## src/rtl/share_capture_unit.sv

```systemverilog
// share_capture_unit: waits a settle time after each launch, captures the gadget share vector and checks its XOR recombination
module share_capture_unit #(
    parameter int OUT_SIZE      = 1,
    parameter int SETTLE_CYCLES = 4,
    parameter int CNT_W         = 16
) (
    input  logic                clk,
    input  logic                rst,
    input  logic                launch,
    input  logic                exp_bit,
    input  logic [OUT_SIZE-1:0] dut_out,
    output logic                res_valid,
    input  logic                res_ready,
    output logic [OUT_SIZE-1:0] res_data,
    output logic                res_unmasked,
    output logic                res_match,
    output logic [CNT_W-1:0]    err_cnt,
    output logic [CNT_W-1:0]    ovr_cnt,
    output logic                busy
);
    localparam int CW = SETTLE_CYCLES > 1 ? $clog2(SETTLE_CYCLES) : 1;
    typedef enum logic [1:0] {IDLE, SETTLE, HOLD} state_t;
    state_t        state;
    logic [CW-1:0] cnt;
    logic          exp_q;
    logic          xfer, ovr, cap, cap_err;
    assign xfer    = state == HOLD && res_valid && res_ready;
    assign ovr     = launch && (state == SETTLE || (state == HOLD && !xfer));
    assign cap     = state == SETTLE && cnt == '0;
    assign cap_err = cap && ((^dut_out) != exp_q);
    always_ff @(posedge clk) begin
        if (rst) begin
            state        <= IDLE;
            cnt          <= '0;
            exp_q        <= 1'b0;
            res_valid    <= 1'b0;
            res_data     <= '0;
            res_unmasked <= 1'b0;
            res_match    <= 1'b0;
            err_cnt      <= '0;
            ovr_cnt      <= '0;
            busy         <= 1'b0;
        end else begin
            if (ovr && ovr_cnt != '1) ovr_cnt <= ovr_cnt + CNT_W'(1);
            if (cap_err && err_cnt != '1) err_cnt <= err_cnt + CNT_W'(1);
            case (state)
                IDLE: if (launch) begin
                    state <= SETTLE;
                    busy  <= 1'b1;
                    cnt   <= CW'(SETTLE_CYCLES - 1);
                    exp_q <= exp_bit;
                end
                SETTLE: if (!cap) cnt <= cnt - CW'(1);
                else begin
                    state        <= HOLD;
                    res_data     <= dut_out;
                    res_unmasked <= ^dut_out;
                    res_match    <= (^dut_out) == exp_q;
                    res_valid    <= 1'b1;
                end
                HOLD: if (xfer) begin
                    res_valid <= 1'b0;
                    // back-to-back launch on the transfer edge skips IDLE
                    if (launch) begin
                        state <= SETTLE;
                        cnt   <= CW'(SETTLE_CYCLES - 1);
                        exp_q <= exp_bit;
                    end else begin
                        state <= IDLE;
                        busy  <= 1'b0;
                    end
                end
                default: begin
                    state <= IDLE;
                    busy  <= 1'b0;
                end
            endcase
        end
    end
endmodule

```

## config.mk

```make
export PLATFORM = sky130hd
export DESIGN_NAME = share_capture_unit
export DESIGN_NICKNAME = d
export VERILOG_FILES = /design/src/rtl/share_capture_unit.sv
export SDC_FILE = /design/constraint.sdc
export NUM_CORES = 1
export LEC_CHECK = 0
export CAP_MARGIN = 40
export CORE_MARGIN = 2
export CORE_UTILIZATION = 40
export DETAILED_ROUTE_END_ITERATION = 10
export PLACE_DENSITY = 0.68
export RECOVER_POWER = 25
export REMOVE_ABC_BUFFERS = 1
export SETUP_SLACK_MARGIN = 0.02
export SLEW_MARGIN = 20
export SYNTH_ARGS = -nofsm -noshare
export SYNTH_HDL_FRONTEND = slang
export SYNTH_SLANG_ARGS = --single-unit
```

## constraint.sdc

```tcl
create_clock -name clk -period 1.5 [get_ports clk]
set_input_delay 0.3 -clock clk [delete_from_list [all_inputs] [get_ports clk]]
set_output_delay 0.3 -clock clk [all_outputs]
set_load 0.1 [all_outputs]
```

==> results of run 1 <==
-- layout make-up --
type / count / area [sq um] / share of cell area
multi-input combinational: 181 / 1600 / 0.405
timing repair buffer: 122 / 1310 / 0.330
sequential: 41 / 866 / 0.219
tap: 67 / 83.8 / 0.0212
clock buffer: 8 / 80.1 / 0.0202
inverter: 5 / 18.8 / 0.00474
-- synthesized netlist by cell type (all sizes together) (3+ instances only) --
| cell | count |
|---|---|
| xnor2 | 15 |
| dfxtp | 41 |
| xor2 | 8 |
| nand2b | 3 |
| nand3 | 12 |
| o21ai | 12 |
| and3 | 7 |
| nor4 | 10 |
| nor2 | 33 |
| a21oi | 12 |
| buf | 3 |
| nand2 | 11 |
| mux2i | 3 |
| ha | 3 |
| nand4 | 14 |
| or2 | 4 |
| or3 | 6 |
| nor3 | 4 |
| clkbuf | 5 |
| inv | 5 |
| nor2b | 3 |
-- registers in the layout, indices dropped and copies added (netlist names) --
name / cells
ovr_cnt: 16
err_cnt: 16
exp_q: 1
state: 2
busy: 1
res_valid: 1
res_match: 1
cnt: 2
res_unmasked: 1
-- layout by cell type, fill, tap and decap left out, types with 5 or more instances in the layout --
cell      count
nor4_4       10
nand4_1      13
a21oi_1      10
dfxtp_2      24
buf_12       27
and3_1        5
buf_6        13
nand2_1      10
buf_4        66
nand3_1       8
dfxtp_1      13
xnor2_1      12
xor2_1        8
clkbuf_8      5
clkbuf_4      9
nor2_1       28
o21ai_2       5
or3_1         5
-- worst min-delay path by stage --
stage / depth (start not counted) / startpoint / slack (ns) / end
floorplan: 1 / rst / 0.37 / err_cnt[1]
global placement: 2 / cnt[1] / 0.49 / cnt[1]
detailed placement: 2 / cnt[1] / 0.52 / cnt[1]
CTS: 4 / res_ready / 0.44 / res_valid
global route: 4 / res_ready / 0.45 / res_valid
finish: 4 / res_ready / 0.44 / res_valid
-- worst max-delay path, stage by stage (launching register included) --
cell	delay, ns
dfxtp_1	0.34
inv_2	0.09
ha_4	0.17
nand3b_4	0.11
or2_4	0.29
buf_6	0.13
nor4_4	0.25
xnor2_1	0.19
nor2_1	0.11
-- power breakdown --
group	switching, uW	internal (uW)
logic	363	246
clock network	374	331
registers	33.1	1120
total	770	1690
-- through the flow --
step / instance area, sq um / utilization / worst slack [ns] / TNS, ns
floorplan: 1960 / - / -0.980 / -28.13
global placement: 3280 / 0.686 / -0.478 / -12.10
detailed placement: 3280 / 0.686 / -0.492 / -13.21
CTS: 3820 / 0.798 / -0.104 / -0.700
global route: 3960 / 0.827 / -0.303 / -4.98
finish: 3960 / 0.827 / -0.312 / -3.54
-- kinds of logic (layout without fill, tap and decap cells) --
logic type               count (synthesis)  in the layout  synth area share
flip-flops                              41             41             0.411
adder cells (fa/ha/maj)                  3              3            0.0188
buffers and inverters                   13            135            0.0282
AND/OR/NAND/NOR                        117            118             0.327
XOR/XNOR                                23             23             0.101
AO/OA/AOI/OAI                           33             34            0.0995
multiplexers                             3              3            0.0150
-- repair_timing --
action                                  CTS  global route
pin swaps                                40            50
endpoints found under the setup margin   34            36
buffers inserted                         12            11
gates resized for setup                  88            57
cloned                                    2             1
-- layer usage --
metal  GRT usage  routed length [um]  vias up
li1            -                   -     1088
met1       0.346                3490     1215
met2       0.459                4400      112
met3      0.0402                 547       36
met4      0.0913                 306        0
met5           0                   0        -
==> metrics.md, run 1 <==
| Metric | Value |
|---|---|
| Status | complete, but fails checks |
| Failing checks | setup timing |
| Crit path capture type | flip-flop |
| Root buffer cell | clkbuf_8 |
| Post-synthesis area per instance | 8.58 sq um |
| DRT Wirelength | around 8.7 mm |
| Number of synthesized flops with an enable pin | 0 |
| IO buf count | 42 |
| Area growth from synthesis to layout | 98.0% |
| Core area | 4790 sq um |
| Most used DFF post-synth | dfxtp_1 |
| Die height | between 70 and 80 um |
| Critical path arrival | 1.98 ns |
| Worst-path fanout max | 5 |
| Setup slack, reg-to-reg | -0.31 ns |
| DIE WIDTH | 74.7 um |
| TritonCTS sink count | 41 |
| Drt first pass iters | 5 |
| Clock insertion delay at the later pin of the skew report | 0.29 ns |
| Sequential fraction of the synthesis area | 0.411 |
| Worst IR Drop VDD | 425 uV |
| Row count | 25 |
| Drt wl/cell | 20.6 um |
| Crit start category | flip-flop |
| FFs w/ async S/R, synth | 0 |
| Synth Cell Area | between 1500 and 2000 sq um |
| CTS Buffer Depth | 2 |
| Hold bufs inserted after CTS | 0 |
| Min cycle time layout | 1.81 ns |
| Fillers | approximately 240 |
| Synth area leader | dfxtp_1 |
| First-pass GRT wire length | 11.4 mm |
| R2r endpoint | err_cnt[5] |
| Inst Count DP | 392 |
| Fin Clk Skew | 0.00666 ns |
| Max Slew Vio Count | 0 |
| Initial Util | 0.418 |
| Synth Instances | between 200 and 250 |
| Pin count of the biggest net entering global routing | 42 |
| Worst-path clk slew | around 0.080 ns |
| Worst Hold Class | in -> reg |
| Post-route ant nets | 0 |
| Fin worst setup slack | -0.312 ns |
| PwrDens | between 600 and 700 nW/um^2 |
| Initial antenna violation count | 0 |
| Final hold slack | 0.439 ns |
| RSZ-0062 raised after global routing | true |
| Final period util | 1.21 |
| Via count | 2451 |
| Flops & latches, synth | 41 |
| Synth warnings | 0 |
| Final Power | 2460 uW |
| CTS tree | yes |
| Static Leak | between 0.0015 and 0.002 uW |
| RR Startpoint | cnt[0] |
| Worst R2R Path Depth | 8 |
| Die area | 5580 sq um |
| Synth top area share | 0.411 |
| H-tree lvl count | 2 |
| Gr usage total | 0.268 |
| Final setup vio count | 29 |
| Synth unique cells | 45 |
| Fin cells | 424 |
| Worst EP required | roughly 1.7 ns |
| Drt via density | 5.78 |
| Final Hold Vio Count | 0 |
| Ant diodes | 0 |
| Share of cells above drive strength 1 | 0.602 |
| Max-cap viol count | 0 |
| Initial drt markers | 169 |
| DR DRC count | 0 |
| Gp weighted congestion | 0.817 |
| Crit path from | cnt[0] |
| Nets@finish | approximately 370 |
| Crit Path Class | reg -> reg |
| GR Overflow Total | 0 |
| Ports | 43 |
| Least-Margin Pin Slew | 0.490 ns |
| Worst setup path end | err_cnt[5] |
| Detailed Place HPWL | 3.91 mm |
| Vias in the first global route | 2336 |
| Synth top area cells | dfxtp_1 (41%), xnor2_1 (6.6%), nor2_1 (6.2%) |
| Slew headroom | 0.676 |
| F_max | 552 MHz |
| Num CTS Buffers | 5 |
Power figures use the tool's default switching activity.
==> run 2, diff against run 1 <==
CORE_MARGIN = 3   (was 2)
==> metrics.md, run 2 (same netlist as run 1, synthesis figures left out) <==
| Metric | Value |
|---|---|
| Status | complete, but fails checks |
| Failing checks | setup timing |
| Crit path capture type | flip-flop |
| Core area | roughly 4800 sq um |
| CTS tree | yes |
| Ant diodes | 0 |
| IO buf count | 42 |
| Final design utilization | 0.839 |
| Gr usage total | 0.247 |
| Pin count of the biggest net entering global routing | 42 |
| Drt via density | between 5 and 6 |
| Inst Count DP | 392 |
| RSZ-0062 raised after global routing | true |
| DP Worst Slack | -0.536 ns |
| Static Leak | 0.00155 uW |
| Most frequent cells in the layout | buf_4 (61), buf_12 (40), nor2_1 (30), dfxtp_1 (20), dfxtp_2 (18) |
| Commonest non-fill, non-tap cell in the layout | buf_4 |
| Biggest regs | err_cnt (16), ovr_cnt (16) |
| Num CTS Buffers | 5 |
| Detailed Place HPWL | 3.94 mm |
| Max Slew Vio Count | 0 |
| Row count | 25 |
| Vias in the first global route | 2380 |
| Worst EP required | approximately 1.7 ns |
| PwrDens | between 600 and 700 nW/um^2 |
| Gp weighted congestion | 0.828 |
| Via count | 2405 |
| Share of cells above drive strength 1 | 0.544 |
| Worst-path clk slew | 0.08 ns |
| Nets@finish | 359 |
| Worst Hold Class | in -> reg |
| Critical path arrival | roughly 1.9 ns |
| Drt wl/cell | around 20 um |
| Post-route ant nets | 0 |
| Initial drt markers | 204 |
| Worst-path fanout max | 4 |
| Fillers | about 230 |
| H-tree lvl count | 2 |
| DR DRC count | 0 |
| Root buffer cell | clkbuf_8 |
| Final Hold Vio Count | 0 |
| FF+latch area | ~850 sq um |
| Least-Margin Pin Slew | 0.340 ns |
| DRT Wirelength | 8.33 mm |
| Final Power | 2670 uW |
| F_max | 590 MHz |
| Fin cells | 418 |
| Die height | roughly 77 um |
| Ports | between 40 and 50 |
| Die area | 5880 sq um |
| Hold bufs inserted after CTS | 0 |
| Crit Path Class | reg -> reg |
| TritonCTS sink count | 41 |
| CTS Buffer Depth | 2 |
| Final period util | 1.13 |
| Initial Util | 0.418 |
| Multi-input gate area | 1510 sq um |
| Slew headroom | 0.773 |
| Fin worst setup slack | -0.196 ns |
| Setup TNS | -3.23 ns |
| Clock insertion delay at the later pin of the skew report | 0.29 ns |
| Max-cap viol count | 0 |
| Drt first pass iters | 4 |
| DIE WIDTH | 76.7 um |
| First-pass GRT wire length | 11.8 mm |
| Min cycle time layout | 1.70 ns |
| Fin Clk Skew | 0.0108 ns |
| Worst IR Drop VDD | 528 uV |
| Initial antenna violation count | 0 |
| GR Overflow Total | 0 |
| Final setup vio count | 30 |
| Crit start category | flip-flop |
| Area growth from synthesis to layout | 101% |
[run 2: cell count changes in the layout (fill, tap and decap cells not counted), sizes merged]
cell    delta
buf        +4
bufinv     +1
clkbuf    -10
or2        -1
[run 2: path summary, 6_finish.rpt]
| kind | startpoint | endpoint | slack, ns | cells past startpoint |
|---|---|---|---|---|
| worst min register to register | exp_q | exp_q | 0.54 | 2 |
| worst max-delay path | ovr_cnt[8] | ovr_cnt[15] | -0.20 | 4 |
| worst min-delay path | res_ready | res_valid | 0.44 | 4 |
| worst max register to register | ovr_cnt[8] | ovr_cnt[15] | -0.20 | 4 |
[run 2: critical path, cell delays in order (launching register included)]
cell	delay, ns
dfxtp_2	0.37
nand4_1	0.18
or3b_4	0.45
or4_1	0.47
a21oi_1	0.14
[run 2: per-stage QoR]
stage	hold WS [ns]	instance area, sq um
2_1_floorplan	0.369	1960
3_3_place_gp	0.487	3280
3_5_place_dp	0.494	3280
4_1_cts	0.434	3820
5_1_grt	0.476	4010
6_report	0.439	4010
[run 2: report_power, final]
| part | switching [uW] | internal [uW] | total [uW] |
|---|---|---|---|
| clock | 386 | 543 | 929 |
| sequential | 34.3 | 1120 | 1150 |
| combinational | 328 | 262 | 590 |
[run 2: per-layer routing]
metal / GRT usage / vias to the layer above / share of wire
li1: - / 1069 / -
met1: 0.293 / 1195 / 0.39
met2: 0.438 / 119 / 0.52
met3: 0.0493 / 22 / 0.064
met4: 0.0906 / 0 / 0.022
met5: 0 / - / 0
[run 2: area by class of cell]
class,instances,area share
multi-input cells,180,0.376
repair buffers,117,0.356
flip-flops and latches,41,0.213
clock buffers,7,0.0215
well taps,67,0.0209
clock inverters,1,0.00748
inverters,5,0.00468
[run 2: timing repair]
action                                  in CTS  in global routing
buffers inserted                            13                  4
endpoints found under the setup margin      34                 37
resized for setup                           79                 35
cloned                                       2                  0
pin swaps                                   29                 33
